$ cat src/rtl/hash_light_pkg.sv
// hash_light_pkg
//   Shared types and constants for the light-hash streaming front end.
//   byte_t  : one message byte
//   block_t : four message bytes, element 0 is the first byte and sits in bits [31:24]
//   PAD_BYTE: marker byte appended directly after the final message byte
//   ctrl_state_e: controller states FILL / START / WAIT / OUT
//   pad_tail(): builds the closing block of a message that ends inside a block
package hash_light_pkg;

  typedef logic [7:0] byte_t;
  typedef byte_t [0:3] block_t;

  localparam byte_t PAD_BYTE = 8'h80;

  typedef enum logic [1:0] {
    FILL  = 2'd0,
    START = 2'd1,
    WAIT  = 2'd2,
    OUT   = 2'd3
  } ctrl_state_e;

  // Place the final byte at slot k, the pad marker at k+1 and zeros after it.
  function automatic block_t pad_tail(input block_t blk, input logic [1:0] k, input byte_t data);
    block_t res;
    res    = blk;
    res[k] = data;
    for (int j = 0; j < 4; j++) begin
      if (j == int'(k) + 1) begin
        res[j] = PAD_BYTE;
      end else if (j > int'(k) + 1) begin
        res[j] = 8'h00;
      end else begin
        res[j] = res[j];
      end
    end
    return res;
  endfunction

endpackage

$ cat src/rtl/hash_byte_packer.sv
// hash_byte_packer
//   Collects accepted message bytes into a 4-byte block, inserts the tail
//   padding and tracks whether the current block is the last one of the
//   message or whether an extra all-padding block still has to follow.
// Ports
//   clk, rst_n   : clock, async active-low reset
//   accept       : a byte is taken this cycle (already qualified by the controller)
//   data, last   : the byte and its end-of-message flag
//   load_pad     : replace the block with the stand-alone pad block {80,00,00,00}
//   clr          : drop the partial block and both flags
//   blk          : current block contents (held stable while the core works on it)
//   idx          : next free slot in the block
//   blk_done     : the accepted byte closes the block (combinational)
//   pad_pending  : message ended exactly on a block boundary, pad block still owed
//   last_blk     : current block is the final block of the message
module hash_byte_packer
  import hash_light_pkg::*;
(
  input  logic       clk,
  input  logic       rst_n,
  input  logic       accept,
  input  byte_t      data,
  input  logic       last,
  input  logic       load_pad,
  input  logic       clr,
  output block_t     blk,
  output logic [1:0] idx,
  output logic       blk_done,
  output logic       pad_pending,
  output logic       last_blk
);

  block_t     buf_r;
  logic [1:0] idx_r;
  logic       pad_pending_r;
  logic       last_blk_r;

  assign blk         = buf_r;
  assign idx         = idx_r;
  assign pad_pending = pad_pending_r;
  assign last_blk    = last_blk_r;

  // A block closes on its fourth byte or on the message's final byte.
  assign blk_done = accept && (last || (idx_r == 2'd3));

  // Byte capture, tail padding and last/pad flag tracking
  always_ff @(posedge clk or negedge rst_n) begin
    if (!rst_n) begin
      buf_r         <= '0;
      idx_r         <= 2'd0;
      pad_pending_r <= 1'b0;
      last_blk_r    <= 1'b0;
    end else if (clr) begin
      idx_r         <= 2'd0;
      pad_pending_r <= 1'b0;
      last_blk_r    <= 1'b0;
    end else if (load_pad) begin
      buf_r         <= {PAD_BYTE, 8'h00, 8'h00, 8'h00};
      pad_pending_r <= 1'b0;
      last_blk_r    <= 1'b1;
    end else if (accept) begin
      if (last && (idx_r != 2'd3)) begin
        // Message ends inside the block: pad in place, this is the final block.
        buf_r      <= pad_tail(buf_r, idx_r, data);
        idx_r      <= 2'd0;
        last_blk_r <= 1'b1;
      end else begin
        // idx wraps 3 -> 0 when the block fills up.
        buf_r[idx_r]  <= data;
        idx_r         <= idx_r + 2'd1;
        pad_pending_r <= last && (idx_r == 2'd3);
      end
    end
  end

endmodule

$ cat src/rtl/hash_stream_ctrl.sv
// hash_stream_ctrl
//   Initiator side of the light-hash start/done interface. Packs a byte stream
//   into padded 4-byte blocks, runs the external hash core once per block with
//   the previous digest as chaining value, and presents the final digest on a
//   valid/ready port. A core that stays silent for TIMEOUT_CYC cycles after a
//   start pulse aborts the message with a one-cycle err pulse.
// Parameters
//   IV0         : initial chaining value (byte 0 = IV0[31:24])
//   TIMEOUT_CYC : cycles after hc_start at which a missing hc_done aborts
// Ports
//   s_valid/s_ready/s_data/s_last : byte stream in
//   hc_start/hc_m/hc_iv           : block request to the core
//   hc_d/hc_done                  : core result
//   dig_valid/dig_ready/dig       : final digest out
//   busy                          : low only when idle in FILL with an empty block
//   err                           : one-cycle core timeout pulse
// Optional build macro HASH_STREAM_VERIFY_EN adds exp_dig (reference digest,
// sampled at the start of the last block) and match (final digest == exp_dig,
// valid alongside dig_valid).
module hash_stream_ctrl
  import hash_light_pkg::*;
#(
  parameter block_t IV0         = 32'h0123_4567,
  parameter int     TIMEOUT_CYC = 64
) (
  input  logic   clk,
  input  logic   rst_n,
  input  logic   s_valid,
  output logic   s_ready,
  input  byte_t  s_data,
  input  logic   s_last,
  output logic   hc_start,
  output block_t hc_m,
  output block_t hc_iv,
  input  block_t hc_d,
  input  logic   hc_done,
  output logic   dig_valid,
  input  logic   dig_ready,
  output block_t dig,
  output logic   busy,
  output logic   err
`ifdef HASH_STREAM_VERIFY_EN
  ,
  input  block_t exp_dig,
  output logic   match
`endif
);

  localparam int TW = $clog2(TIMEOUT_CYC + 1);
  localparam logic [TW-1:0] TIMER_ONE  = TW'(1);
  localparam logic [TW-1:0] TIMER_LAST = TW'(TIMEOUT_CYC - 1);

  ctrl_state_e state_r, next_state_s;

  block_t        chain_r;
  block_t        dig_r;
  logic [TW-1:0] timer_r;
  logic          s_ready_r, hc_start_r, dig_valid_r, err_r;

  logic          s_ready_nx_s, hc_start_nx_s, dig_valid_nx_s, err_nx_s;
  logic          done_s, timeout_s, handshake_s, load_pad_s, clr_s;
  logic          accept_s;

  block_t        blk_s;
  logic [1:0]    idx_s;
  logic          blk_done_s, pad_pending_s, last_blk_s;

  assign accept_s = s_valid && s_ready_r;

  hash_byte_packer u_packer (
    .clk         (clk),
    .rst_n       (rst_n),
    .accept      (accept_s),
    .data        (s_data),
    .last        (s_last),
    .load_pad    (load_pad_s),
    .clr         (clr_s),
    .blk         (blk_s),
    .idx         (idx_s),
    .blk_done    (blk_done_s),
    .pad_pending (pad_pending_s),
    .last_blk    (last_blk_s)
  );

  // State register
  always_ff @(posedge clk or negedge rst_n) begin
    if (!rst_n) begin
      state_r <= FILL;
    end else begin
      state_r <= next_state_s;
    end
  end

  // Next-state decode; hc_done only counts while waiting on the core
  always_comb begin
    next_state_s = state_r;
    done_s       = 1'b0;
    timeout_s    = 1'b0;
    handshake_s  = 1'b0;
    case (state_r)
      FILL: begin
        if (blk_done_s) begin
          next_state_s = START;
        end else begin
          next_state_s = FILL;
        end
      end
      START: begin
        next_state_s = WAIT;
      end
      WAIT: begin
        if (hc_done) begin
          done_s = 1'b1;
          if (last_blk_s) begin
            next_state_s = OUT;
          end else if (pad_pending_s) begin
            next_state_s = START;
          end else begin
            next_state_s = FILL;
          end
        end else if (timer_r == TIMER_LAST) begin
          timeout_s    = 1'b1;
          next_state_s = FILL;
        end else begin
          next_state_s = WAIT;
        end
      end
      OUT: begin
        // dig_valid is high for the whole of OUT, so dig_ready alone completes it.
        if (dig_ready) begin
          handshake_s  = 1'b1;
          next_state_s = FILL;
        end else begin
          next_state_s = OUT;
        end
      end
      default: begin
        next_state_s = FILL;
      end
    endcase
  end

  // Output decode; handshake outputs are registered from the next state
  always_comb begin
    load_pad_s     = done_s && !last_blk_s && pad_pending_s;
    clr_s          = timeout_s || handshake_s;
    s_ready_nx_s   = (next_state_s == FILL);
    hc_start_nx_s  = (next_state_s == START);
    dig_valid_nx_s = (next_state_s == OUT);
    err_nx_s       = timeout_s;
  end

  // Registered handshake / status outputs
  always_ff @(posedge clk or negedge rst_n) begin
    if (!rst_n) begin
      s_ready_r   <= 1'b0;
      hc_start_r  <= 1'b0;
      dig_valid_r <= 1'b0;
      err_r       <= 1'b0;
    end else begin
      s_ready_r   <= s_ready_nx_s;
      hc_start_r  <= hc_start_nx_s;
      dig_valid_r <= dig_valid_nx_s;
      err_r       <= err_nx_s;
    end
  end

  // Chaining value, core watchdog and final digest
  always_ff @(posedge clk or negedge rst_n) begin
    if (!rst_n) begin
      chain_r <= IV0;
      timer_r <= '0;
      dig_r   <= '0;
    end else begin
      // timer holds the number of cycles elapsed since the start pulse
      if (state_r == START) begin
        timer_r <= TIMER_ONE;
      end else if (state_r == WAIT) begin
        timer_r <= timer_r + TIMER_ONE;
      end else begin
        timer_r <= timer_r;
      end
      if (done_s) begin
        chain_r <= hc_d;
      end else if (clr_s) begin
        chain_r <= IV0;
      end else begin
        chain_r <= chain_r;
      end
      if (done_s && last_blk_s) begin
        dig_r <= hc_d;
      end else begin
        dig_r <= dig_r;
      end
    end
  end

`ifdef HASH_STREAM_VERIFY_EN
  block_t exp_r;
  logic   match_r;

  // Reference captured with the last block's start, compared as the digest lands
  always_ff @(posedge clk or negedge rst_n) begin
    if (!rst_n) begin
      exp_r   <= '0;
      match_r <= 1'b0;
    end else begin
      if ((state_r == START) && last_blk_s) begin
        exp_r <= exp_dig;
      end else begin
        exp_r <= exp_r;
      end
      if (done_s && last_blk_s) begin
        match_r <= (hc_d == exp_r);
      end else begin
        match_r <= match_r;
      end
    end
  end

  assign match = match_r;
`endif

  // Block and chaining value come straight from registers that only change
  // outside START/WAIT, which keeps them stable for the whole core pass.
  assign s_ready   = s_ready_r;
  assign hc_start  = hc_start_r;
  assign hc_m      = blk_s;
  assign hc_iv     = chain_r;
  assign dig_valid = dig_valid_r;
  assign dig       = dig_r;
  assign err       = err_r;
  assign busy      = !((state_r == FILL) && (idx_s == 2'd0));

endmodule

$ cat config.mk
export PLATFORM = sky130hd
export DESIGN_NAME = hash_stream_ctrl
export DESIGN_NICKNAME = d
export VERILOG_FILES = /design/src/rtl/hash_light_pkg.sv /design/src/rtl/hash_byte_packer.sv /design/src/rtl/hash_stream_ctrl.sv
export SDC_FILE = /design/constraint.sdc
export NUM_CORES = 1
export LEC_CHECK = 0
export BUFFER_PORTS_ARGS = -buffer_cell sky130_fd_sc_hd__buf_2
export CORE_MARGIN = 8
export CORE_UTILIZATION = 35
export CTS_CLUSTER_SIZE = 30
export DETAILED_ROUTE_END_ITERATION = 8
export PLACE_DENSITY = 0.62
export SYNTH_ARGS = -nofsm -noshare
export SYNTH_HDL_FRONTEND = slang
export SYNTH_HIERARCHICAL = 1
export SYNTH_SLANG_ARGS = --single-unit
$ cat constraint.sdc
create_clock -name clk -period 2.8 [get_ports clk]
set_input_delay 0.42 -clock clk [delete_from_list [all_inputs] [get_ports clk]]
set_output_delay 0.42 -clock clk [all_outputs]
set_load 0.02 [all_outputs]
==> flow_summary_export.csv, run 1 <==
group,metric,value,unit
clock_network,clock_latency,0.41,ns
floorplanning,row_count,42,
floorplanning,ios,147,
critical_path,cpMostUsedCell,"inv_1",
grt,grt_pass1_wl,21.3,mm
routing,drtIter0Drc,245,
run_status,status,"finished clean",
logic_synthesis,avgSynthCellArea,12.7,µm²
routing,wire_per_inst,18.0,µm
routing,wl,13.0,mm
routing,drtPass1Iterations,4,
logic_synthesis,synth-seq-area-share,0.592,
placed_design,dpl.hpwl,9.45,mm
grt,grt_max_degree,52,
clock_network,cts.path.max_buffers,2,
critical_path,cp_slowest_stage_delay,0.41,ns
timing,tightest_slew,0.621,ns
clock_network,cts_tree,"built",
logic_synthesis,syn_inst,379,
power,p_leak,0.00306,µW
clock_network,cts_setup_buffers,0,
logic_synthesis,synthTopCellsByArea,"dfrtp_1 53%, dfstp_2 6.6%, mux2_2 6.3%",
logic_synthesis,synth_edf_count,0,
finish,diodes,0,
finish,fin_util,0.470,
timing,final-setup-viol-count,0,
timing,hold_viol,0,
logic_synthesis,synth_ff_type,"dfrtp_1",
clock_network,cts_resized,0,
logic_synthesis,yosysWarnings,6,
clock_network,ctsRootBufferMaster,"clkbuf_16",
critical_path,crit_chain,"inv_1 -> ha_1 -> inv_1 -> nor4_1 -> nand2b_1 -> o21ba_2 -> o21ai_1 -> a22oi_1 -> nor2_1",
critical_path,critical_path_arrival,2.81,ns
floorplanning,core_area,13300,µm²
timing,slew-limit-headroom,0.586,
timing,layout_setup_ws,0.325,ns
floorplanning,fp.dieW,133,µm
timing,final.setup.tns,0,ns
critical_path,crit_fanout,14,
clock_network,clock-sinks,113,
grt,grt_pass1_vias,4010,
logic_synthesis,ys_ff_latch,113,
critical_path,crit_buf_inv,2,
floorplanning,start_util,0.361,
floorplanning,die_y,133,µm
logic_synthesis,syn_nets,437,
clock_network,clk_pin_slew,0.05,ns
finish,num-nets-final,590,
routing,viasPerCell,5.09,
grt,antenna_found_initial,0,
critical_path,crit_family,"simple AND/OR/NAND/NOR gates",
critical_path,cp-end-kind,"register",
placed_design,place.gp.congestion,0.798,
finish,layout-drive-gt1-share,0.426,
finish,area_growth,30.2,%
critical_path,cp.required,3.13,ns
logic_synthesis,async_flop_share,1.00,
floorplanning,die_area,17700,µm²
logic_synthesis,netlist_area,4800,µm²
critical_path,cp-start-kind,"register",
critical_path,crit_type,"register to register",
grt,overflow,0,
routing,ant_nets,0,
timing,max_freq,404,MHz
placed_design,portBuffers,146,
critical_path,crit_slowest_cell,"dfrtp_1",
clock_network,numCtsBuffers,17,
power,power,8090,µW
timing,period_minus_slack,2.47,ns
power,peakVddDrop,0.810,mV
flow_run,drv_cap,0,
routing,vias,3672,
grt,grt.total_usage,0.150,
power,p_per_area,1290,nW/µm²
routing,drc_errors,0,
clock_network,h-tree-depth,4,
timing,skew,0.00679,ns
logic_synthesis,synth_top_area_frac,0.527,
timing,rsz0062_at_grt,"false",
placed_design,pre_cts_ws,0.344,ns
timing,finalMaxSlewViolations,0,
clock_network,cts_hold_buf,1,
timing,period_share,0.884,
logic_synthesis,yosys.area.top_type,"dfrtp_1",
logic_synthesis,synthDistinctLibCells,53,
worst_hold_path,hold_class,"input port to register",
## path summary, 6_finish.rpt
path,from,endpoint,slack [ns],cells after the start
setup / recovery,state_r[0],u_packer/blk[19],0.33,9
hold / removal,hc_d[8],dig[8],0.25,2
setup reg to reg,state_r[0],u_packer/blk[19],0.33,9
hold reg to reg,dig[6],dig[6],0.49,1
max in group asynchronous,rst_n,hc_iv[23],1.54,3
min in group asynchronous,rst_n,u_packer/blk[15],0.50,2
## cell type report
class,instances,area [µm²]
fill,1211,7050
sequential,113,2840
multi-input combinational,237,1790
timing repair buffer,153,813
clock buffer,26,489
tap,176,220
clock inverter,6,55.1
inverter,10,37.5
## Yosys cell counts (2+ instances only)
cell / instances
a211o_1: 2
a21oi_1: 12
a221oi_1: 4
a22o_1: 27
a22oi_1: 15
a31oi_1: 3
and2_1: 3
and3_1: 3
buf_2: 4
buf_4: 6
buf_6: 4
clkbuf_1: 5
dfrtp_1: 101
dfstp_2: 12
ha_1: 12
inv_1: 10
mux2_1: 5
mux2_2: 27
nand2_1: 22
nand2b_1: 5
nand3_1: 9
nand3b_1: 2
nor2_1: 24
nor2b_1: 5
nor3_1: 3
nor3b_2: 2
o21ai_0: 11
o21ba_2: 2
o22a_1: 12
o31ai_1: 4
## layer usage
layer,global-route usage,vias to the layer above,wire length [µm]
li1,-,1689,-
met3,0.0838,17,1550
met1,0.176,1805,5420
met4,0.0530,0,162
met2,0.226,161,5880
met5,0,-,0
## cell usage in the layout (no fill, tap or decap), types with 3 or more instances in the layout
master and count:
o21ai_0 11, dfrtp_1 101, a22o_1 27, nor2_1 24
a221oi_1 4, clkbuf_16 17, a31oi_1 3, clkinv_2 5
o22a_1 12, inv_1 10, mux2_2 27, o31ai_1 4
dfstp_2 12, a21oi_1 12, and3_1 3, buf_4 5
nand3_1 9, nand2b_1 5, clkbuf_1 6, mux2_1 5
nor2b_1 5, buf_2 145, and2_1 3, clkbuf_8 3
nor3_1 3, a22oi_1 15, ha_1 12, nand2_1 22
## sequential cells by signal (all words and copies together) (netlist names)
register,cells
dig,32
dig_valid,1
err,1
hc_iv,32
hc_start,1
s_ready,1
state_r,2
timer_r,7
u_packer/blk,32
u_packer/idx,2
u_packer/last_blk,1
u_packer/pad_pending,1
## worst reg2reg max path: cells and delay by family, from the launching register on
kind                     cells  cell delay (ns)
AO/OA/AOI/OAI                3             0.79
adder cells (fa/ha/maj)      1             0.21
buffers and inverters        2             0.22
flip-flops                   1             0.41
AND/OR/NAND/NOR              3             0.80
## report_power, final
| group | internal (µW) | switching, µW | leakage, µW |
|---|---|---|---|
| clock network | 1280 | 699 | 0.000272 |
| registers | 2380 | 445 | 0.00141 |
| logic | 1260 | 2020 | 0.00138 |
## cells by family (layout without fill, tap and decap cells)
family | Yosys count | count (layout) | synth area share
DFF | 113 | 113 | 0.592
AOI/OAI and AO/OA | 104 | 104 | 0.167
and+or+nand+nor | 89 | 89 | 0.0996
muxes | 32 | 32 | 0.0751
buffers and inverters | 29 | 195 | 0.0347
adders and majority gates | 12 | 12 | 0.0313
## stage by stage
| step | hold slack [ns] | area [µm²] | instances |
|---|---|---|---|
| 6_report | 0.248 | 6250 | 721 |
| 5_1_grt | 0.236 | 6250 | 721 |
| 4_1_cts | 0.227 | 6250 | 721 |
| 3_5_place_dp | 0.397 | 5690 | 688 |
| 3_3_place_gp | 0.389 | 5690 | 688 |
| 2_1_floorplan | 0.124 | 4800 | 379 |
(Power assumes the default switching activity.)
==> run 2, diff against run 1 <==
- ABC_AREA: default -> 1
- PLACE_DENSITY: 0.62 -> 0.61
==> run 2 against run 1 <==
Net effect:
- sequential cell count is the same
- routed wire length grew 9.1%
- cell count grew 34%
- worst setup slack gained 0.26 ns
- via count grew 22%
- first-iteration DRC count shrank 11%
- sequential share of layout area shrank 3.1 points
- non-clock buffer count grew 2
- critical path type unchanged
- critical endpoint is now u_packer/blk[11]
- largest cell class unchanged
==> flow_summary_export.csv, run 2 <==
group,metric,value,unit
critical_path,cp-end-kind,"register",
logic_synthesis,synth_edf_count,0,
finish,fin_util,0.460,
routing,drc_errors,0,
power,clockPowerShare,0.250,
floorplanning,die_y,138,µm
logic_synthesis,synth_top_cells_by_count,"221 x nand2_1, 101 x dfrtp_1, 67 x inv_1",
clock_network,clock-sinks,113,
power,p_per_area,1280,nW/µm²
timing,tightest_slew,0.590,ns
critical_path,r2r-end,"u_packer/blk[11]",
power,swShare,0.413,
logic_synthesis,syn_nets,675,
worst_hold_path,hp-start,"hc_d[30]",
logic_synthesis,synth-seq-area-share,0.544,
power,intPower,5020,µW
power,power,8560,µW
routing,vias,4494,
routing,ant_nets,0,
finish,final_common_cell,"nand2_1",
timing,hold_viol,0,
logic_synthesis,avgSynthCellArea,8.47,µm²
finish,final_cell_mix,"221 x nand2_1, 145 x buf_2, 101 x dfrtp_1, 67 x inv_1, 51 x o21ai_0",
clock_network,ctsRootBufferMaster,"clkbuf_16",
timing,finalMaxSlewViolations,0,
floorplanning,core_area,14600,µm²
timing,hold_ws,0.217,ns
floorplanning,ios,147,
grt,grt.total_usage,0.150,
clock_network,clock_latency,0.41,ns
logic_synthesis,async_flop_share,1.00,
logic_synthesis,synthTopCellsByArea,"dfrtp_1 48%, nand2_1 16%, dfstp_2 6.0%",
grt,grt_pass1_vias,4541,
logic_synthesis,synth_simple_gate_area_frac,0.283,
placed_design,portBuffers,146,
placed_design,placed_area,6110,µm²
power,power.switching,3530,µW
finish,register_area,2840,µm²
critical_path,cp.required,3.07,ns
routing,drtIter0Drc,219,
finish,final_cell_area,6710,µm²
logic_synthesis,ys_ff_latch,113,
logic_synthesis,synth_ff_type,"dfrtp_1",
logic_synthesis,synthAdderAreaFrac,0.0287,
clock_network,cts.path.max_buffers,2,
floorplanning,row_count,44,
worst_hold_path,hold_class,"input port to register",
critical_path,r2r_cells,9,
timing,period_minus_slack,2.21,ns
run_status,status,"finished clean",
logic_synthesis,netlist_area,5230,µm²
finish,n_fill_cell,1454,
critical_path,crit_fanout,15,
logic_synthesis,synth.most_common_cell,"nand2_1",
critical_path,crit_type,"register to register",
timing,skew,0.0164,ns
logic_synthesis,yosysWarnings,6,
routing,wl,14.2,mm
logic_synthesis,synth_compound_area_frac,0.0649,
timing,rsz0062_at_grt,"false",
critical_path,critical_path_arrival,2.49,ns
grt,grt_pass1_wl,23.6,mm
routing,drtPass1Iterations,6,
clock_network,cts_tree,"built",
power,comb_power_share,0.415,
timing,slew-limit-headroom,0.606,
critical_path,r2r_slack,0.59,ns
grt,antenna_found_initial,0,
logic_synthesis,syn_inst,617,
routing,viasPerCell,4.66,
power,peakVddDrop,0.550,mV
logic_synthesis,synth_top_family_by_area,"simple AND/OR/NAND/NOR gates",
timing,max_freq,452,MHz
logic_synthesis,yosys.area.top_type,"dfrtp_1",
logic_synthesis,synthDistinctLibCells,29,
logic_synthesis,synthMuxAreaShare,0,
logic_synthesis,synthXorXnorAreaFrac,0,
grt,grt_max_degree,47,
finish,area_growth,28.3,%
timing,final-setup-viol-count,0,
timing,period_share,0.790,
timing,final.setup.tns,0,ns
clock_network,numCtsBuffers,17,
floorplanning,fp.dieW,138,µm
critical_path,r2r_start,"state_r[0]",
worst_hold_path,hold_path_end,"dig[30]",
placed_design,dpl.hpwl,9.96,mm
finish,diodes,0,
power,p_leak,0.00381,µW
flow_run,drv_cap,0,
routing,wire_per_inst,14.7,µm
floorplanning,die_area,19100,µm²
placed_design,place.gp.congestion,0.786,
grt,overflow,0,
finish,multi_input_area,1970,µm²
critical_path,cp-start-kind,"register",
clock_network,clk_pin_slew,0.05,ns
finish,num-nets-final,826,
finish,layout-drive-gt1-share,0.278,
logic_synthesis,synth_top_area_frac,0.483,
power,seq_power_share,0.335,
floorplanning,start_util,0.358,
clock_network,h-tree-depth,4,
worst_hold_path,hold_depth,3,
[run 2: cell types whose count changed in the layout (fill, tap and decap cells not counted), moves of 15 or more]
cell     before  now
nand2_1      22  221
inv_1        10   67
o21ai_0      11   51
nand4_1       1   36
a22o_1       27    0
mux2_2       27    0
nor2_1       24   47
a22oi_1      15    0
[run 2: area by class of cell]
| type | count | area share |
|---|---|---|
| Clock buffer | 27 | 0.0765 |
| Clock inverter | 5 | 0.0116 |
| Inverter | 69 | 0.0386 |
| Multi-Input combinational cell | 412 | 0.293 |
| Sequential cell | 113 | 0.424 |
| Tap cell | 184 | 0.0343 |
| Timing Repair Buffer | 155 | 0.122 |
[run 2: worst max path at each step]
stage / slack (ns) / depth (start not counted) / to / startpoint
after detailed placement: 0.61 / 9 / u_packer/blk[11] / state_r[0]
after CTS: 0.60 / 9 / u_packer/blk[11] / state_r[0]
after global routing: 0.37 / 9 / u_packer/blk[11] / state_r[0]
after global placement: 0.68 / 9 / u_packer/blk[12] / state_r[0]
after floorplan: 0.80 / 9 / u_packer/blk[18] / state_r[0]
final: 0.59 / 9 / u_packer/blk[11] / state_r[0]
[run 2: stage by stage]
step / setup WS, ns / cells
after floorplan: 0.799 / 617
after detailed placement: 0.610 / 932
final: 0.587 / 965
after CTS: 0.598 / 965
after global placement: 0.676 / 932
after global routing: 0.372 / 965
[run 2: worst max-delay path, cell delays in order, from the launching register on]
cell and delay [ns]:
dfrtp_1 0.40, inv_1 0.12, ha_1 0.27, nand3_1 0.12
nor2_1 0.26, nor2_2 0.12, nor2_8 0.22, nand2_4 0.16
o21ai_2 0.32, nor2_1 0.08
[run 2: what timing repair did]
action | in CTS | in global routing
buffers inserted | 0 | 0
hold buffers | 1 | 0
hold endpoints to repair | 27 | 0
resized for setup | 0 | 0
[run 2: cell families (layout without fill, tap and decap cells)]
family	count (synthesis)	in the layout
buffers and inverters	92	256
AOI/OAI and AO/OA	66	66
adders and majority gates	12	12
DFF	113	113
and+or+nand+nor	334	334
[run 2: metal layers]
layer  vias to the layer above  global-route usage  wire (µm)
met5                         -                   0          0
met4                         0              0.0429        151
met3                        16              0.0712       1250
met2                       134               0.232       6370
met1                      2100               0.181       6420
li1                       2244                   -          -
[run 2: power groups by stage]
stage	sequential, µW	combinational [µW]	clock [µW]
6_report	2870	3550	2140
3_3_place_gp	2880	3560	0
2_1_floorplan	3640	1640	0
3_5_place_dp	2870	3610	0
5_1_grt	2960	3990	2280
4_1_cts	2870	3610	2200
==> run 3, diff against run 2 <==
- ABC_AREA: 1 -> 0
- PLACE_DENSITY: 0.61 -> 0.62
- clock period: 2.8 -> 2.05 ns (I/O delays scaled with it)
==> run 3 against run 2 <==
Net effect:
- die area decreased by 7.3%
- combinational power increased by 37%
- total power increased by 37%
- routed wire length decreased by 7.7%
- worst setup slack got worse by 0.56 ns
- final area decreased by 0.88%
- sequential cell count unchanged
- critical path type unchanged
- largest cell class unchanged
==> flow_summary_export.csv, run 3 (synthesis gave the netlist of run 1 again) <==
group,metric,value,unit
run_status,status,"finished clean",
finish,register_area,2840,µm²
clock_network,numCtsBuffers,17,
finish,layout-drive-gt1-share,0.496,
routing,viasPerCell,5.03,
timing,tightest_slew,0.463,ns
finish,final_common_cell,"buf_2",
power,p_per_area,1760,nW/µm²
floorplanning,die_area,17700,µm²
grt,antenna_found_initial,1,
power,power,11700,µW
floorplanning,core_area,13300,µm²
placed_design,dpl.hpwl,9.43,mm
critical_path,crit_type,"register to register",
power,p_leak,0.00324,µW
timing,slew-limit-headroom,0.692,
grt,grt_pass1_wl,21.2,mm
grt,grt.total_usage,0.149,
worst_hold_path,hold_path_end,"dig[17]",
routing,drtPass1Iterations,4,
routing,wire_per_inst,17.5,µm
critical_path,r2r_cells,9,
timing,finalMaxSlewViolations,0,
floorplanning,ios,147,
placed_design,place.gp.congestion,0.783,
timing,max_freq,495,MHz
critical_path,crit_fanout,5,
finish,multi_input_area,1900,µm²
routing,wl,13.1,mm
floorplanning,fp.dieW,133,µm
clock_network,cts.path.max_buffers,2,
critical_path,r2r_start,"timer_r[1]",
grt,grt_pass1_vias,4026,
routing,vias,3764,
finish,final_cell_mix,"145 x buf_2, 100 x dfrtp_1, 31 x buf_4, 27 x mux2_2, 27 x a22o_1",
critical_path,r2r_slack,0.03,ns
critical_path,cp-start-kind,"register",
flow_run,drv_cap,0,
clock_network,h-tree-depth,4,
grt,overflow,0,
routing,drc_errors,0,
clock_network,cts_tree,"built",
floorplanning,die_y,133,µm
power,peakVddDrop,1.07,mV
timing,period_share,0.986,
critical_path,cp-end-kind,"register",
finish,num-nets-final,618,
timing,final-setup-viol-count,0,
floorplanning,row_count,42,
clock_network,ctsRootBufferMaster,"clkbuf_16",
worst_hold_path,hold_depth,2,
timing,hold_viol,0,
routing,drtIter0Drc,187,
routing,ant_nets,0,
timing,skew,0.00907,ns
critical_path,cp.required,2.34,ns
finish,n_fill_cell,1207,
finish,area_growth,38.5,%
critical_path,critical_path_arrival,2.31,ns
finish,fin_util,0.500,
clock_network,clock-sinks,113,
timing,period_minus_slack,2.02,ns
worst_hold_path,hp-start,"hc_d[17]",
grt,grt_max_degree,43,
clock_network,clock_latency,0.41,ns
timing,rsz0062_at_grt,"true",
clock_network,clk_pin_slew,0.06,ns
placed_design,portBuffers,146,
worst_hold_path,hold_class,"input port to register",
critical_path,r2r-end,"u_packer/blk[31]",
floorplanning,start_util,0.361,
finish,diodes,0,
run 3: changes by cell type in the layout (fill, tap and decap cells not counted), moves of 5 or more:
cell and change:
buf_4 +23, o21ai_0 -40, nor2_1 -24, a22o_1 +27, a22oi_1 +11, mux2_1 +5
nand4_1 -35, o22a_1 +12, mux2_2 +27, nand2_1 -203, inv_1 -59, nor2b_1 +5
run 3: through the flow:
step	setup TNS, ns	std cells	hold slack, ns	area, µm²	worst slack, ns
6_report	0	749	0.129	6650	0.0292
3_5_place_dp	-0.103	710	0.293	5890	-0.0345
5_1_grt	-0.0919	749	0.119	6650	-0.0301
3_3_place_gp	0	710	0.284	5890	0.0514
2_1_floorplan	-0.404	379	0.0119	4840	-0.0870
4_1_cts	0	745	0.109	6540	0.00658
run 3: layout make-up:
type / instances / area share
clock buffer: 22 / 0.0713
clock inverter: 10 / 0.0200
inverter: 10 / 0.00565
multi-input combinational: 237 / 0.286
sequential: 113 / 0.428
tap: 176 / 0.0331
timing repair buffer: 181 / 0.156
run 3: worst max path at each step:
stage,slack [ns],to,startpoint
after CTS,0.007,u_packer/blk[25],state_r[0]
after floorplan,-0.09,u_packer/blk[31],state_r[1]
final,0.03,u_packer/blk[31],timer_r[1]
after global routing,-0.03,u_packer/blk[31],timer_r[1]
after global placement,0.05,u_packer/blk[20],state_r[1]
after detailed placement,-0.03,u_packer/blk[25],timer_r[0]
run 3: worst max-delay path: stages (launching register included):
cell	delay (ns)
dfrtp_1	0.39
ha_2	0.22
nand3_4	0.10
nor4_4	0.05
nand2b_4	0.15
buf_6	0.12
or3b_4	0.42
a211o_1	0.26
a21oi_2	0.15
a21oi_1	0.05
run 3: what timing repair did:
item | in CTS | in global routing
hold endpoints to repair | 32 | 0
cloned | 0 | 0
resized for setup | 4 | 17
endpoints found under the setup margin | 29 | 31
hold buffers | 1 | 0
pin swaps | 1 | 5
buffers inserted | 2 | 4
run 3: where the power goes:
group	total, µW	internal (µW)	switching, µW
Combinational	4880	2000	2880
Sequential	3840	3260	586
Clock	3000	2000	1010
run 3: per-layer routing:
layer | vias to the layer above | GRT usage | wire length (µm)
met2 | 130 | 0.236 | 6130
li1 | 1748 | - | -
met3 | 17 | 0.0647 | 1070
met4 | 2 | 0.0524 | 167
met1 | 1867 | 0.177 | 5720
met5 | - | 0 | 13
